[src/rtl/intersection_scheduler.sv]
// Two-road phase scheduler: green/yellow/all-red sequencing from one shared second timer,
// per-crosswalk walk grants and a flashing night mode.
module intersection_scheduler #(
    parameter int unsigned TICKS_1S = 50_000_000,
    parameter int unsigned WALK_S   = 7,
    parameter int unsigned ALLRED_S = 1
) (
    input  logic       clk,
    input  logic       reset_n,
    input  logic       night_mode,
    input  logic       low_mode,
    input  logic       high_mode,
    input  logic       ped_ns_pulse,
    input  logic       ped_ew_pulse,
    output logic [2:0] ns_light,
    output logic [2:0] ew_light,
    output logic       walk_ns,
    output logic       walk_ew,
    output logic [1:0] ped_pending,
    output logic [3:0] sec_left,
    output logic [2:0] phase
);

    localparam int unsigned TickW     = (TICKS_1S > 1) ? $clog2(TICKS_1S) : 1;
    localparam int unsigned HalfTicks = (TICKS_1S >= 2) ? TICKS_1S / 2 : 1;

    localparam logic [TickW-1:0] TickLast  = TickW'(TICKS_1S - 1);
    localparam logic [TickW-1:0] HalfLast  = TickW'(HalfTicks - 1);
    localparam logic [3:0]       WalkSec   = 4'(WALK_S);
    localparam logic [3:0]       AllRedSec = 4'(ALLRED_S);

    localparam logic [2:0] LightRed    = 3'b100;
    localparam logic [2:0] LightYellow = 3'b010;
    localparam logic [2:0] LightGreen  = 3'b001;
    localparam logic [2:0] LightOff    = 3'b000;

    typedef enum logic [2:0] {
        StNsGreen  = 3'd0,
        StNsYellow = 3'd1,
        StAllRedA  = 3'd2,
        StEwGreen  = 3'd3,
        StEwYellow = 3'd4,
        StAllRedB  = 3'd5,
        StNight    = 3'd6
    } state_e;

    function automatic logic [3:0] green_secs(input logic hi, input logic lo, input logic walk);
        logic [3:0] secs;
        if (hi) begin
            secs = 4'd10;
        end else if (lo) begin
            secs = 4'd5;
        end else begin
            secs = 4'd7;
        end
        if (walk && (WalkSec > secs)) begin
            secs = WalkSec;
        end
        return secs;
    endfunction

    function automatic logic [3:0] yellow_secs(input logic hi, input logic lo);
        return (lo && !hi) ? 4'd2 : 4'd3;
    endfunction

    state_e             state_q, state_d;
    logic [3:0]         sec_q, sec_d, sec_cur;
    logic [TickW-1:0]   tick_q, tick_d;
    logic [1:0]         ped_q, ped_d, ped_req;
    logic               walk_ns_q, walk_ns_d, walk_ew_q, walk_ew_d;
    logic [3:0]         walk_sec_q, walk_sec_d;
    logic               flash_q, flash_d;
    logic               init_q;
    logic [2:0]         ns_q, ns_d, ew_q, ew_d;
    logic               wrap, expire;

    // The first green after reset takes its length from the mode inputs seen on that cycle.
    assign sec_cur = init_q ? green_secs(high_mode, low_mode, 1'b0) : sec_q;
    assign wrap    = (tick_q == TickLast);
    assign expire  = wrap && (sec_cur == 4'd1);
    assign ped_req = ped_q | {ped_ew_pulse, ped_ns_pulse};

    always_comb begin
        state_d    = state_q;
        sec_d      = sec_cur;
        tick_d     = tick_q;
        ped_d      = ped_q;
        walk_ns_d  = walk_ns_q;
        walk_ew_d  = walk_ew_q;
        walk_sec_d = walk_sec_q;
        flash_d    = flash_q;

        if (state_q == StNight) begin
            sec_d = 4'd0;
            if (!night_mode) begin
                state_d = StAllRedB;
                sec_d   = AllRedSec;
                tick_d  = '0;
            end else if (tick_q == HalfLast) begin
                tick_d  = '0;
                flash_d = ~flash_q;
            end else begin
                tick_d = tick_q + TickW'(1);
            end
        end else begin
            ped_d  = ped_req;
            tick_d = wrap ? '0 : tick_q + TickW'(1);
            if (wrap) begin
                sec_d = sec_cur - 4'd1;
            end
            if (wrap && (walk_ns_q || walk_ew_q)) begin
                walk_sec_d = walk_sec_q - 4'd1;
                if (walk_sec_q == 4'd1) begin
                    walk_ns_d = 1'b0;
                    walk_ew_d = 1'b0;
                end
            end

            if (expire) begin
                case (state_q)
                    StNsGreen: begin
                        state_d   = StNsYellow;
                        sec_d     = yellow_secs(high_mode, low_mode);
                        walk_ns_d = 1'b0;
                    end
                    StNsYellow: begin
                        state_d = StAllRedA;
                        sec_d   = AllRedSec;
                    end
                    StEwGreen: begin
                        state_d   = StEwYellow;
                        sec_d     = yellow_secs(high_mode, low_mode);
                        walk_ew_d = 1'b0;
                    end
                    StEwYellow: begin
                        state_d = StAllRedB;
                        sec_d   = AllRedSec;
                    end
                    StAllRedA, StAllRedB: begin
                        if (night_mode) begin
                            state_d = StNight;
                            sec_d   = 4'd0;
                            flash_d = 1'b1;
                        end else if (state_q == StAllRedA) begin
                            state_d    = StEwGreen;
                            sec_d      = green_secs(high_mode, low_mode, ped_req[1]);
                            walk_ew_d  = ped_req[1];
                            walk_sec_d = WalkSec;
                            ped_d[1]   = 1'b0;
                        end else begin
                            state_d    = StNsGreen;
                            sec_d      = green_secs(high_mode, low_mode, ped_req[0]);
                            walk_ns_d  = ped_req[0];
                            walk_sec_d = WalkSec;
                            ped_d[0]   = 1'b0;
                        end
                    end
                    default: state_d = StNsGreen;
                endcase
            end
        end

        // Lights are decoded from the next state so they change on the same edge as phase.
        case (state_d)
            StNsGreen:  begin ns_d = LightGreen;  ew_d = LightRed;    end
            StNsYellow: begin ns_d = LightYellow; ew_d = LightRed;    end
            StEwGreen:  begin ns_d = LightRed;    ew_d = LightGreen;  end
            StEwYellow: begin ns_d = LightRed;    ew_d = LightYellow; end
            StNight: begin
                ns_d = flash_d ? LightYellow : LightOff;
                ew_d = flash_d ? LightRed : LightOff;
            end
            default:    begin ns_d = LightRed;    ew_d = LightRed;    end
        endcase
    end

    always_ff @(posedge clk or negedge reset_n) begin
        if (!reset_n) begin
            state_q    <= StNsGreen;
            sec_q      <= 4'd7;
            tick_q     <= '0;
            ped_q      <= 2'b00;
            walk_ns_q  <= 1'b0;
            walk_ew_q  <= 1'b0;
            walk_sec_q <= 4'd0;
            flash_q    <= 1'b1;
            init_q     <= 1'b1;
            ns_q       <= LightGreen;
            ew_q       <= LightRed;
        end else begin
            state_q    <= state_d;
            sec_q      <= sec_d;
            tick_q     <= tick_d;
            ped_q      <= ped_d;
            walk_ns_q  <= walk_ns_d;
            walk_ew_q  <= walk_ew_d;
            walk_sec_q <= walk_sec_d;
            flash_q    <= flash_d;
            init_q     <= 1'b0;
            ns_q       <= ns_d;
            ew_q       <= ew_d;
        end
    end

    assign phase       = state_q;
    assign sec_left    = sec_cur;
    assign ns_light    = ns_q;
    assign ew_light    = ew_q;
    assign walk_ns     = walk_ns_q;
    assign walk_ew     = walk_ew_q;
    assign ped_pending = ped_q;

endmodule

[config.mk]
export PLATFORM = sky130hd
export DESIGN_NAME = intersection_scheduler
export DESIGN_NICKNAME = d
export VERILOG_FILES = /design/src/rtl/intersection_scheduler.sv
export SDC_FILE = /design/constraint.sdc
export NUM_CORES = 1
export LEC_CHECK = 0
export BUFFER_PORTS_ARGS = -buffer_cell sky130_fd_sc_hd__buf_2
export CORE_UTILIZATION = 31
export DETAILED_ROUTE_END_ITERATION = 8
export MAX_ROUTING_LAYER = met4
export SYNTH_ARGS = -nofsm -noshare
export SYNTH_HDL_FRONTEND = slang
export SYNTH_SLANG_ARGS = --single-unit
[constraint.sdc]
create_clock -name clk -period 2.73 [get_ports clk]
set_input_delay 0 -clock clk [delete_from_list [all_inputs] [get_ports clk]]
set_output_delay 0 -clock clk [all_outputs]
set_load 0.01 [all_outputs]
==> results of run 1 <==
through the flow:
step                      util, %  total power, mW
after floorplan                 -             1.13
after global placement       35.9             1.21
after detailed placement     35.9             1.22
after CTS                    37.3             1.68
after global routing         37.4             1.76
final                        37.4             1.66
worst max-delay path by stage:
stage	from	to	slack (ns)
floorplan	init_q	ns_light[2]	0.03
global placement	sec_q[0]	ns_light[2]	0.29
detailed placement	init_q	ns_light[2]	0.16
CTS	init_q	ns_light[2]	0.14
global route	init_q	ns_light[2]	0.03
finish	init_q	ns_light[2]	0.20
logic make-up after synthesis:
family                   count (synthesis)  share of synthesized area (%)
AND/OR/NAND/NOR                        157                           30.1
multiplexers                             3                           1.08
adder cells (fa/ha/maj)                  5                           2.17
XOR/XNOR                                30                           9.11
AO/OA/AOI/OAI                           46                           10.5
buffers and inverters                   26                           4.12
other                                    1                          0.130
flip-flops                              49                           42.8
worst min-delay path, delay by kind of cell:
family / cells / cell delay [ns]
simple gates: 2 / 0.16
buf+inv: 1 / 0.14
compound gates: 1 / 0.07
cell type report:
type	instances	area share, %
Clock buffer	8	2.72
Tap cell	108	4.08
Timing Repair Buffer	39	7.70
Inverter	14	1.59
Sequential cell	49	37.3
Multi-Input combinational cell	242	46.6
routing by layer:
layer	GRT usage (%)	wire length [um]
met1	20.2	3080
met5	-	0
met2	23.4	3180
met3	2.48	269
met4	3.44	34
flip-flops by register name, indices dropped and copies added, names as in the netlist:
| register | count |
|---|---|
| tick_q | 26 |
| phase | 3 |
| ped_pending | 2 |
| walk_sec_q | 4 |
| flash_q | 1 |
| walk_ew | 1 |
| init_q | 1 |
| walk_ns | 1 |
| ns_light | 3 |
| sec_q | 4 |
| ew_light | 3 |
power by group:
part           internal [mW]  leakage [nW]  switching (mW)
combinational          0.124         0.760           0.136
clock                  0.207        0.0455           0.246
sequential             0.826         0.545           0.123
total                   1.16          1.35           0.506
what timing repair did:
item,CTS,global route
hold endpoints to repair,44,0
setup endpoints to repair,0,1
resized for setup,0,2
hold buffers,3,0
placed cells by master, fill, tap and decap left out, types with 9 or more instances in the layout:
cell     Yosys  routed
nand3_1     15      15
dfrtp_1     42      42
inv_1       13      13
buf_4        5      12
nor3_1       9       9
xnor2_1     15      15
nand2_1     29      29
nand4_1     11      11
o21ai_0      9       9
nor2_1      52      52
a21oi_1     12      12
buf_2        2      23
xor2_1      15      15
==> results.txt, run 1 <==
Post-Layout Cell Count -> 460
TritonCTS clock tree -> built
via/cell ratio -> 5.22
Final Skew -> 0.00766 ns
cts bufs inserted -> 5
Yosys top cell by area -> dfrtp_1
Root Driver -> clkbuf_8
WHS -> 0.0730 ns
vias in the first global route -> 2,287
CP max FO -> 8
Multi-input gate area -> 1550 um2
Reg2Reg Capture Point -> ns_light[2]
RSZ-0062 raised after global routing -> no
die width -> 98.5 um
clock sinks -> 49
Synth Register Bits -> 49
port bufs -> 23
Clock transition at path regs -> 0.09 ns
Crit Path Category -> flip-flop to flip-flop
leakage power -> 1.35 nW
syn nets -> 329
first-pass iteration count of the detailed router -> 8
vias -> 2,402
r2r startpoint -> init_q
setup TNS -> 0 ns
Bufs on Longest Clock Path -> 2
WHS Endpoint -> sec_q[2]
Synth area leaders -> dfrtp_1 36%, nor2_1 6.8%, dfstp_2 6.4%, xnor2_1 4.6%, xor2_1 4.6%
Die ar. -> 9690 um2
Hold Fails Final Rpt -> 0
Slew Limit Headroom -> 27.0%
run status -> finished with violations
origin of the worst min-delay path -> high_mode
stages on the worst setup path -> 10
Yosys Warn Count -> 0
Fillers -> 897
Post-Syn Area -> 2880 um2
pwr dens -> 502 nW/um2
arrival time worst endpoint -> 2.75 ns
Max-Cap Viols -> 0
Fmax achieved -> 0.395 GHz
final WL -> 6560 um
Slew @ Worst Pin -> 1.09 ns
synth-to-layout area growth -> 14.9%
Max Slew Vio Count -> 0
setup bufs post-CTS -> 0
DIE HEIGHT -> 98.5 um
Final ANT Viol Nets -> 0
pin count of the biggest net entering global routing -> 50
FF/Latch Area -> 1230 um2
Layout Nets -> 363
CP max stage delay -> 0.63 ns
CP required -> 2.95 ns
Synth top area share -> 36.4%
post-route minimum period -> 2.53 ns
clock latency on the worst-skew pair -> 0.31 ns
H-tree depth -> 2
Top FF cell, synth -> dfrtp_1
n_diodes -> 0
r2r worst-path depth -> 10
total grt overflow -> 0
Yosys cell types -> 55
Hold Path Class -> primary input to flip-flop
sequential area share after synthesis -> 42.8%
Syn Inst Count -> 317
# IOs -> 24
crit share post-route -> 92.7%
final design instance area without fill -> 3310 um2
worst reg2reg setup slack -> 0.20 ns
synthesized area per cell -> 9.10 um2
Crit. End Element -> flip-flop
pre-CTS WS -> 0.159 ns
VDD IR max -> 220 uV
HPWL after DPL -> 4670 um
Post-synth ARST share -> 100%
failing checks -> DRC
delay-heaviest family, CP -> simple AND/OR/NAND/NOR gates
Post-synth EDFFs -> 0
Post-DP Area -> 3180 um2
Tot GR Track Use -> 14.9%
WL/cell -> 14.3 um
initial antenna violation count -> 0
setup violators final -> 0
# rows -> 34
worst path bufs/invs -> 1
share of cells above drive strength 1 -> 19.3%
Final WS setup -> 0.200 ns
slowest stage cell, crit path -> dfstp_2
routability cong. -> 0.860
1st-iter DRT viols -> 99
Critical Path, Cell by Cell -> nand2b_1 > o21ai_0 > ha_1 > nor4b_4 > and4_1 > buf_4 > nor2_4 > nor3_4 > nor3_1 > a311oi_2
starting density of the core -> 32.6%
core area -> 8850 um2
type of origin of the critical path -> flip-flop
first-pass GRT wire length -> 11,300 um
hold path cells -> 4
# DRC -> 3
Post-synth top cells -> 52 x nor2_1, 42 x dfrtp_1, 29 x nand2_1
dpl cells -> 449
cell with the most instances after synthesis -> nor2_1
Power figures use the tool's default switching activity.
==> run 2: changes to the inputs <==
--- a/config.mk
+++ b/config.mk
@@ -9,6 +9,7 @@
 export CORE_UTILIZATION = 31
 export DETAILED_ROUTE_END_ITERATION = 8
 export MAX_ROUTING_LAYER = met4
+export SETUP_SLACK_MARGIN = 0.3
 export SYNTH_ARGS = -nofsm -noshare
 export SYNTH_HDL_FRONTEND = slang
 export SYNTH_SLANG_ARGS = --single-unit
==> constraint.sdc (replaced) <==
create_clock -name clk -period 2.73 [get_ports clk]
set_input_delay 0.546 -clock clk [delete_from_list [all_inputs] [get_ports clk]]
set_output_delay 0.546 -clock clk [all_outputs]
set_load 0.01 [all_outputs]
==> results.txt, run 2 (same netlist as run 1, synthesis figures left out) <==
biggest regs -> tick_q x26, sec_q x4, walk_sec_q x4
Final WS setup -> 0.320 ns
die width -> 98.5 um
Psw -> 532 uW
HPWL after DPL -> 4920 um
cts bufs inserted -> 5
port bufs -> 23
largest register by flop count -> tick_q
final WL -> 6840 um
pwr dens -> 491 nW/um2
arrival time worst endpoint -> 2.58 ns
setup violators final -> 0
Bufs on Longest Clock Path -> 2
r2r startpoint -> tick_q[24]
synth-to-layout area growth -> 18.7%
n_diodes -> 0
worst reg2reg setup slack -> 0.32 ns
CP max stage delay -> 0.51 ns
Tot GR Track Use -> 15.1%
pin count of the biggest net entering global routing -> 27
TritonCTS clock tree -> built
H-tree depth -> 2
CP max FO -> 7
Hold Fails Final Rpt -> 0
Final Skew -> 0.0141 ns
Clk pwr share -> 25.7%
RSZ-0062 raised after global routing -> yes
Final ANT Viol Nets -> 0
crit path from -> tick_q[24]
post-route minimum period -> 2.41 ns
total grt overflow -> 0
Slew Limit Headroom -> 61.2%
Comb pwr share -> 17.6%
Crit. End Element -> flip-flop
type of origin of the critical path -> flip-flop
Flop pwr share -> 56.6%
CP required -> 2.90 ns
hold buffers post-CTS -> 0
DIE HEIGHT -> 98.5 um
1st-iter DRT viols -> 159
vias -> 2,428
Crit Path Category -> flip-flop to flip-flop
core area -> 8850 um2
Die ar. -> 9690 um2
r2r worst-path depth -> 8
Layout Nets -> 371
clock sinks -> 49
# DRC -> 3
Slew @ Worst Pin -> 0.582 ns
commonest non-fill, non-tap cell in the layout -> nor2_1
Net Sw Frac -> 31.7%
Max-Cap Viols -> 0
setup TNS -> 0 ns
vias in the first global route -> 2,325
most frequent cells in the layout -> 52 x nor2_1, 41 x dfrtp_1, 29 x nand2_1
Critical Path, Cell by Cell -> or4b_4 > nor3b_4 > buf_4 > nand4_4 > a221oi_2 > a21oi_2 > nor3_2 > a311oi_2
Root Driver -> clkbuf_8
stages on the worst setup path -> 8
Fmax achieved -> 0.415 GHz
leakage power -> 1.41 nW
clock latency on the worst-skew pair -> 0.31 ns
Clock transition at path regs -> 0.10 ns
Hold Path Class -> primary input to asynchronous set/reset pin
first-pass GRT wire length -> 11,500 um
failing checks -> DRC
routability cong. -> 0.841
share of cells above drive strength 1 -> 24.7%
# IOs -> 24
pre-CTS WS -> 0.0739 ns
WL/cell -> 14.6 um
first-pass iteration count of the detailed router -> 6
initial antenna violation count -> 0
crit share post-route -> 88.3%
run status -> finished with violations
slowest stage cell, crit path -> or4b_4
VDD IR max -> 228 uV
via/cell ratio -> 5.19
worst path bufs/invs -> 1
# rows -> 34
delay-heaviest family, CP -> simple AND/OR/NAND/NOR gates
Int Pwr -> 1.15 mW
Max Slew Vio Count -> 0
max reg flops -> 26
starting density of the core -> 32.6%
-- run 2: cell types whose count changed in the layout (fill, tap and decap cells not counted), moves of 2 or more --
| cell | delta |
|---|---|
| buf_4 | +11 |
| o21ai_0 | -2 |
| dlygate4sd3_1 | -3 |
| clkinvlp_4 | +2 |
| o21ai_2 | +2 |
-- run 2: power by group through the flow --
stage               Combinational (mW)  Clock, mW  Sequential (mW)
floorplan                        0.199          0            0.932
global placement                 0.281          0            0.952
detailed placement               0.287          0            0.955
CTS                              0.292      0.453            0.942
global route                     0.348      0.477            0.971
finish                           0.297      0.433            0.952
-- run 2: layer usage --
metal	vias to the layer above	routed length, um	global-route usage (%)
li1	1193	-	-
met1	1162	3350	20.9
met2	65	3100	22.5
met3	8	302	2.91
met4	0	85	4.59
met5	-	0	-
-- run 2: layout make-up --
| type | count | area (um2) |
|---|---|---|
| clock buffer | 6 | 72.6 |
| clock inverter | 2 | 15.0 |
| fill | 881 | 5430 |
| inverter | 14 | 52.6 |
| multi-input combinational | 242 | 1600 |
| sequential | 49 | 1240 |
| tap | 108 | 135 |
| timing repair buffer | 47 | 308 |
-- run 2: final timing paths --
kind / to
min in group clk: walk_sec_q[1]
min: tick_q[15]
max: ns_light[2]
max reg2reg: ns_light[2]
max in group asynchronous: init_q
min reg2reg: walk_sec_q[1]
-- run 2: what timing repair did --
action	4_1_cts	5_1_grt
buffers inserted	2	5
resized for setup	1	10
pin swaps	1	10
endpoints found under the setup margin	4	8
-- run 2: through the flow --
| step | hold slack (ns) | instances | util, % | total power [mW] | cell area (um2) |
|---|---|---|---|---|---|
| final | 0.229 | 468 | 38.7 | 1.68 | 3420 |
| after global routing | 0.267 | 468 | 38.7 | 1.80 | 3420 |
| after CTS | 0.248 | 463 | 37.7 | 1.69 | 3330 |
| after detailed placement | 0.506 | 453 | 36.5 | 1.24 | 3230 |
| after global placement | 0.506 | 453 | 36.5 | 1.23 | 3230 |
| after floorplan | 0.250 | 317 | - | 1.13 | 2910 |
==> run 3: changes to the inputs <==
--- a/config.mk
+++ b/config.mk
@@ -9,6 +9,7 @@
 export CORE_UTILIZATION = 31
 export DETAILED_ROUTE_END_ITERATION = 8
 export MAX_ROUTING_LAYER = met4
+export PLACE_DENSITY = 0.53
 export SETUP_SLACK_MARGIN = 0.3
 export SYNTH_ARGS = -nofsm -noshare
 export SYNTH_HDL_FRONTEND = slang
==> results.txt, run 3 (same netlist as run 1, synthesis figures left out) <==
run status -> finished with violations
failing checks -> DRC
TritonCTS clock tree -> built
core area -> 8850 um2
WHS -> 0.248 ns
# DRC -> 5
final WL -> 6810 um
hold buffers post-CTS -> 0
delay-heaviest family, CP -> simple AND/OR/NAND/NOR gates
worst path bufs/invs -> 0
cts bufs inserted -> 5
CP max FO -> 7
n_diodes -> 0
crit path from -> tick_q[24]
CP Capture Point -> ns_light[2]
first-pass iteration count of the detailed router -> 7
Hold Path Class -> primary input to asynchronous set/reset pin
Crit. End Element -> flip-flop
1st-iter DRT viols -> 89
Hold Fails Final Rpt -> 0
die width -> 98.5 um
starting density of the core -> 32.6%
CP max stage delay -> 0.52 ns
type of origin of the critical path -> flip-flop
Max-Cap Viols -> 0
r2r startpoint -> tick_q[24]
initial antenna violation count -> 0
most frequent cells in the layout -> 52 x nor2_1, 41 x dfrtp_1, 29 x nand2_1
max reg flops -> 26
port bufs -> 23
Layout Nets -> 368
Die ar. -> 9690 um2
slowest stage cell, crit path -> or4b_4
Reg2Reg Capture Point -> ns_light[2]
crit share post-route -> 85.5%
total grt overflow -> 0
worst reg2reg setup slack -> 0.40 ns
setup violators final -> 0
pwr dens -> 497 nW/um2
leakage power -> 1.42 nW
Fillers -> 930
pin count of the biggest net entering global routing -> 28
Tot GR Track Use -> 15.3%
Crit Path Category -> flip-flop to flip-flop
Fmax achieved -> 0.428 GHz
VDD IR max -> 226 uV
largest register by flop count -> tick_q
Slew Limit Headroom -> 57.8%
synth-to-layout area growth -> 17.8%
Final Skew -> 0.0142 ns
routability cong. -> 0.858
share of cells above drive strength 1 -> 23.8%
HPWL after DPL -> 4970 um
CP required -> 2.95 ns
RSZ-0062 raised after global routing -> yes
# rows -> 34
DIE HEIGHT -> 98.5 um
first-pass GRT wire length -> 11,500 um
setup TNS -> 0 ns
biggest regs -> tick_q x26, sec_q x4, walk_sec_q x4
Bufs on Longest Clock Path -> 2
Final ANT Viol Nets -> 0
arrival time worst endpoint -> 2.55 ns
vias -> 2,372
WL/cell -> 14.7 um
Root Driver -> clkbuf_8
via/cell ratio -> 5.10
clock sinks -> 49
stages on the worst setup path -> 7
r2r worst-path depth -> 7
clock latency on the worst-skew pair -> 0.30 ns
Slew @ Worst Pin -> 0.633 ns
Critical Path, Cell by Cell -> or4b_4 > nor3b_4 > and4_4 > nor2_4 > nor3_4 > nor3_2 > a311oi_2
post-route minimum period -> 2.33 ns
Max Slew Vio Count -> 0
H-tree depth -> 2
commonest non-fill, non-tap cell in the layout -> nor2_1
# IOs -> 24
Clock transition at path regs -> 0.10 ns
vias in the first global route -> 2,283
-- run 3: cell types whose count changed in the layout (fill, tap and decap cells not counted), sizes merged --
cell	delta
clkinvlp	-2
clkinv	+1
clkbuf	+1
buf	-3
-- run 3: worst min-delay path by stage --
stage / to / depth (start not counted) / start / slack (ns)
final: ns_light[2] / 1 / reset_n / 0.25
after detailed placement: walk_sec_q[1] / 2 / walk_sec_q[1] / 0.52
after global routing: phase[2] / 1 / reset_n / 0.27
after global placement: tick_q[0] / 1 / tick_q[0] / 0.51
after floorplan: ew_light[0] / 0 / reset_n / 0.25
after CTS: ns_light[2] / 1 / reset_n / 0.27
-- run 3: final cells by class --
cell class / instances / area (um2) / area share [%]
Multi-Input combinational cell: 242 / 1590 / 46.7
Sequential cell: 49 / 1240 / 36.4
Timing Repair Buffer: 44 / 285 / 8.39
Tap cell: 108 / 135 / 3.98
Clock buffer: 7 / 96.3 / 2.84
Inverter: 14 / 52.6 / 1.55
Clock inverter: 1 / 5.00 / 0.147
-- run 3: worst register-to-register path: cells and delay by family, from the launching register on --
| kind | cells | cell delay [ns] |
|---|---|---|
| AO/OA/AOI/OAI | 1 | 0.19 |
| flip-flops | 1 | 0.46 |
| AND/OR/NAND/NOR | 6 | 1.61 |
-- run 3: where the power goes --
part,switching (mW),total (mW),internal [mW]
registers,0.121,0.947,0.827
logic,0.142,0.268,0.126
clock network,0.244,0.473,0.230
total,0.506,1.69,1.18
-- run 3: metrics by stage --
step | std cells | setup slack (ns) | area (um2) | power, mW | util (%)
2_1_floorplan | 317 | 0.306 | 2910 | 1.13 | -
3_3_place_gp | 453 | 0.195 | 3230 | 1.22 | 36.5
3_5_place_dp | 453 | 0.115 | 3230 | 1.23 | 36.5
4_1_cts | 461 | 0.334 | 3330 | 1.71 | 37.7
5_1_grt | 465 | 0.258 | 3400 | 1.80 | 38.4
6_report | 465 | 0.395 | 3400 | 1.69 | 38.4
-- run 3: timing repair --
item	4_1_cts	5_1_grt
pin swaps	1	4
gates resized for setup	1	7
endpoints found under the setup margin	3	9
setup buffers	0	4
-- run 3: routing by layer --
layer  global-route usage [%]  share of wire [%]
met1                     21.5                 51
met4                     3.79               0.65
met3                     2.62                4.0
met2                     23.0                 45
met5                        -                  0
